### src/rtl/code_checker_lockout_timer.sv
// lockout_timer: loadable 16-bit down-counter; done flags the final count of a run.
module lockout_timer (
    input  logic        clock,
    input  logic        reset,
    input  logic        load,
    input  logic [15:0] value,
    output logic        busy,
    output logic        done
);
    logic [15:0] count;
    always_ff @(posedge clock) begin
        if (reset) begin
            count <= '0;
            busy  <= 1'b0;
        end else if (load) begin
            count <= value;
            busy  <= 1'b1;
        end else if (busy) begin
            if (count == 16'd0) busy <= 1'b0;
            else count <= count - 16'd1;
        end
    end
    assign done = busy && count == 16'd0;
endmodule

### config.mk
export PLATFORM = sky130hd
export DESIGN_NAME = lockout_timer
export DESIGN_NICKNAME = d
export VERILOG_FILES = /design/src/rtl/code_checker_lockout_timer.sv
export SDC_FILE = /design/constraint.sdc
export NUM_CORES = 1
export LEC_CHECK = 0
export ABC_AREA = 0
export BUFFER_PORTS_ARGS = -buffer_cell sky130_fd_sc_hd__buf_2
export CELL_PAD_IN_SITES_DETAIL_PLACEMENT = 0
export CELL_PAD_IN_SITES_GLOBAL_PLACEMENT = 1
export CORE_MARGIN = 2
export CORE_UTILIZATION = 38
export CTS_BUF_LIST = sky130_fd_sc_hd__clkbuf_8
export CTS_CLUSTER_DIAMETER = 50
export DETAILED_ROUTE_END_ITERATION = 6
export PLACE_DENSITY_LB_ADDON = 0.08
export SLEW_MARGIN = 20
export SYNTH_ARGS = -nofsm -noshare
export SYNTH_HDL_FRONTEND = slang
export SYNTH_SLANG_ARGS = --single-unit
### constraint.sdc
create_clock -name clock -period 2.3 [get_ports clock]
set_input_delay 0.345 -clock clock [delete_from_list [all_inputs] [get_ports clock]]
set_output_delay 0.345 -clock clock [all_outputs]
set_load 0.03 [all_outputs]
After elaboration in Yosys (flattened, before gate mapping)
Cells that the tools add are included.

operators by class
  equal/unequal tests = 1
  reduce and logical (&&, ||, !) cells = 4
  add/sub/neg operators = 1
  muxes and demuxes = 6

operator list
  kind                                                 number
  two-way mux 16 bit                                   3
  logical NOT 16 bit                                   1
  subtractor 16 x 1 -> 16 bit (second input constant)  1
  two-way mux 1 bit                                    3
  inequality test 2 bit (second input constant)        1
  AND reduction 2 bit                                  1
  nonzero test 2 bit                                   1
  logical AND 1 bit                                    1

storage, ports and cells
  word-level logic and storage cells = 14
  bits in registers = 17
  input bits = 19
  output and inout bits = 2

Longest topological paths before layout
  word-level depth = 4
  depth in mapped cells = 7
  mapped depth without buffers = 6

Worst setup path before layout
Ideal clock, no wire load.

  path type = register to register
  from = register busy
  to = register count[11]
  data arrival time = 2025 ps
  period minus slack after synthesis = 2116 ps
  setup slack = 184 ps
  data required time = 2209 ps
  library setup time = 91 ps
  buffers on the path = 1
  cell stages (with the launch flop) = 6
  path through = dfxtp_1 -> buf_4 -> or4b_4 -> or2_4 -> or4_1 -> a311oi_1

on the way
  word-level cells in the longest chain between the ends = 2

RTL lines
  item                           line  source
  from (decl)                    7     output logic busy,
  from (signal assigned)         14    busy <= 1'b0;
  from (signal assigned)         17    busy <= 1'b1;
  from (signal assigned)         19    if (count == 16'd0) busy <= 1'b0;
  nonzero test 2 bit (no line)   --
  AND reduction 2 bit (no line)  --
  to (signal assigned)           16    count <= value;
  to (signal assigned)           20    else count <= count - 16'd1;
  to (decl)                      10    logic [15:0] count;

Every way passes these cells.
A chain may end at the register's enable or synchronous reset.

Final worst setup path
  from = register count[2]
  to = output done

on the way
  word-level cells in the longest chain between the ends = 2

RTL lines
  item                line  source
  logical NOT 16 bit  23    assign done = busy && count == 16'd0;
  logical AND 1 bit   23
  to (decl)           8     output logic done

Every way passes these cells.

==> key figures <==
Outcome
  • Outcome: finished clean

Setup path
  • Worst r2r src: count[0]
  • CP Launch Type: register
  • Reg-to-reg endpoint: count[1]
  • Reg2Reg Depth: 6
  • Crit path to: done
  • Crit path capture type: output pin
  • Crit path from: count[2]
  • Flop-to-flop setup slack: 310 ps
  • CP Class: register to output pin
  • Required time worst endpoint: 1960 ps
  • CP max FO: 10
  • CP arrival: 1790 ps

STA
  • Worst slew margin: 72.8%
  • RSZ-0062 raised after global routing: false
  • Final worst slack: 168 ps
  • TNS Setup: 0 ps
  • Hold Fails Final Rpt: 0
  • Clock Skew: 1.06 ps
  • Highest clock rate: 469 MHz
  • Slew @ Worst Pin: 398 ps
  • Final setup fails: 0
  • Max Slew Vio Count: 0
  • Min Tclk post-route: 2130 ps
  • Fin crit share: 92.7%

Synth
  • Top cells by area, synth: dfxtp_1 (31%), nor2_1 (8.5%), a311oi_1 (7.9%)
  • Compound-gate portion of the synthesized area: 24.0%
  • Post-Synth Adder-Cell Area: 1.13%
  • Syn Area/Cell: 7.85 um2
  • Synth area leader: dfxtp_1
  • Yosys reg bits: 17
  • Largest family of logic cells by synthesized area: simple AND/OR/NAND/NOR gates
  • Synth top area share: 30.7%
  • Simple-gate share of the synthesized area: 36.9%
  • Synthesized cell area: 1110 um2
  • Net Count, Synth: 161
  • Mux share of post-synthesis cell area: 0%
  • Synth warnings: 0
  • XOR/XNOR share of the synthesized area: 0%
  • Post-synthesis cell count: 141
  • Register area share after synthesis: 30.7%
  • Yosys cell types: 40

CTS
  • CTS Buffer Depth: 2
  • TritonCTS clock tree: yes
  • CTS H-tree depth: 1
  • Cts bufs inserted: 3
  • Clock root buffer: clkbuf_8
  • Clock latency on the worst-skew pair: 250 ps
  • Setup Buffers After CTS: 0
  • Num Clock Sinks: 17
  • Post-CTS Hold Buffers: 0
  • PostCTS Resize Cnt: 0
  • Worst-path clk slew: 70 ps

Cells and area
  • Area of the multi-input gates: 687 um2
  • Layout cell share with drive strength beyond 1: 20.8%
  • Fin util: 46.4%
  • Finished Layout Cells: 190
  • Layout fillers: 289
  • Inserted Diodes: 0
  • FF+latch area: 340 um2
  • Layout Nets: 180
  • Synthesis-to-layout area growth: 15.5%

Min path
  • Worst min path class: input port to register

GRT
  • Tot GR Track Use: 17.5%
  • Largest net degree at the start of global routing: 22
  • GRT overflow: 0
  • First-pass GRT wire length: 4530 um
  • Vias in the first global route: 1015
  • Antenna violations before repair: 0

Floorplanning
  • Io pins: 21
  • FP Rows: 19
  • Die Area: 3360 um2
  • Initial Util: 40.2%
  • Die Wd: 58.0 um
  • Core Box Area: 2760 um2
  • Die Ht: 58.0 um

Pwr
  • Power after layout: 749 uW
  • Peak supply drop: 0.000427 V
  • PD cells: 586 nW/um2
  • Leak Pwr: 0.500 nW

Detailed routing
  • Drt total wl: 2800 um
  • Initial DRC Count: 32
  • Vias: 1131
  • Post-DR wirelength/cell: 14.7 um
  • DRC: 0
  • DR vias/cell: 5.95
  • Post-DRT Antenna Nets: 0
  • DRT Pass-1 Iters: 4

Placement
  • Pre-CTS setup slack: 319 ps
  • Cell count after placement: 186
  • Port-buffer cells: 20
  • Final HPWL DP: 1970 um
  • RD Place Congestion: 0.730

Job
  • Max-Cap Viols: 0
worst min-delay path by stage:
stage / from / cells after the start / endpoint
after floorplan: value[10] / 2 / count[10]
after global placement: count[6] / 2 / count[6]
after CTS: value[14] / 3 / count[14]
after global routing: value[13] / 3 / count[13]
final: value[14] / 3 / count[14]
after detailed placement: count[0] / 2 / count[0]
synth_stat cells:
| cell type | n |
|---|---|
| or4_1 | 2 |
| o41a_1 | 1 |
| buf_4 | 1 |
| inv_1 | 9 |
| and4b_1 | 1 |
| inv_2 | 1 |
| dfxtp_1 | 17 |
| a2111oi_1 | 2 |
| or4_4 | 1 |
| clkbuf_1 | 7 |
| nor4_4 | 1 |
| a41oi_1 | 1 |
| o21ai_1 | 4 |
| a41o_1 | 1 |
| nor3b_1 | 1 |
| ha_1 | 1 |
| a21o_1 | 1 |
| a211oi_2 | 1 |
| or2_4 | 1 |
| nand4_1 | 3 |
| nor2b_1 | 5 |
| a2111oi_0 | 3 |
| a31o_1 | 1 |
| a221oi_1 | 2 |
| or4b_4 | 1 |
| a311o_1 | 1 |
| o21ai_0 | 3 |
| nor3_1 | 4 |
| and4_1 | 5 |
| and3_1 | 2 |
| buf_2 | 1 |
| nand4b_1 | 1 |
| nor2_1 | 25 |
| nor4_1 | 4 |
| a21oi_1 | 2 |
| nand2_1 | 2 |
| buf_1 | 1 |
| nand3_1 | 7 |
| a311oi_1 | 10 |
| or3_1 | 4 |
power by group:
group,internal (mW),leakage (nW),switching (mW)
clock,0.119,0.0269,0.108
combinational,0.0775,0.332,0.0961
sequential,0.318,0.142,0.0312
total,0.514,0.500,0.235
layer usage:
metal	routed length, um	global-route usage, %
met5	0	0
met4	18	2.99
met3	115	5.58
met2	1300	29.1
met1	1360	22.5
cell families (layout without fill, tap and decap cells):
family	count (synthesis)	in the layout
AND/OR/NAND/NOR	70	70
AO/OA/AOI/OAI	33	33
buffers and inverters	20	38
flip-flops	17	17
adder cells (fa/ha/maj)	1	1
final cells by class:
type / count / share of cell area [%]
sequential: 17 / 26.6
clock buffer: 3 / 3.23
tap: 31 / 3.03
multi-input combinational: 104 / 53.7
timing repair buffer: 24 / 10.2
clock inverter: 1 / 0.294
inverter: 10 / 2.94
critical path: stages (launching register included):
cell	delay, ps
dfxtp_1	380
nor3_1	320
and3_1	410
and4_1	230
buf_2	190
layout by cell type, fill, tap and decap left out, types with 3 or more instances in the layout:
cell / netlist / layout
o21ai_0: 3 / 3
nor3_1: 4 / 4
inv_1: 9 / 10
a311oi_1: 10 / 10
clkbuf_8: 0 / 3
nor2b_1: 5 / 5
dfxtp_1: 17 / 17
a2111oi_0: 3 / 3
nand3_1: 7 / 7
nand4_1: 3 / 3
nor4_1: 4 / 4
o21ai_1: 4 / 4
buf_2: 1 / 20
or3_1: 4 / 4
nor2_1: 25 / 25
and4_1: 5 / 5
buf_4: 1 / 4
registers in the layout, indices dropped and copies added, names as in the netlist:
register	cells
busy	1
count	16
stage by stage:
| stage | cell area (um2) | hold slack [ps] |
|---|---|---|
| after floorplan | 1110 | 493 |
| after global placement | 1230 | 524 |
| after detailed placement | 1230 | 537 |
| after CTS | 1280 | 332 |
| after global routing | 1280 | 366 |
| final | 1280 | 335 |
No activity file was read; power rests on OpenSTA's default activity.
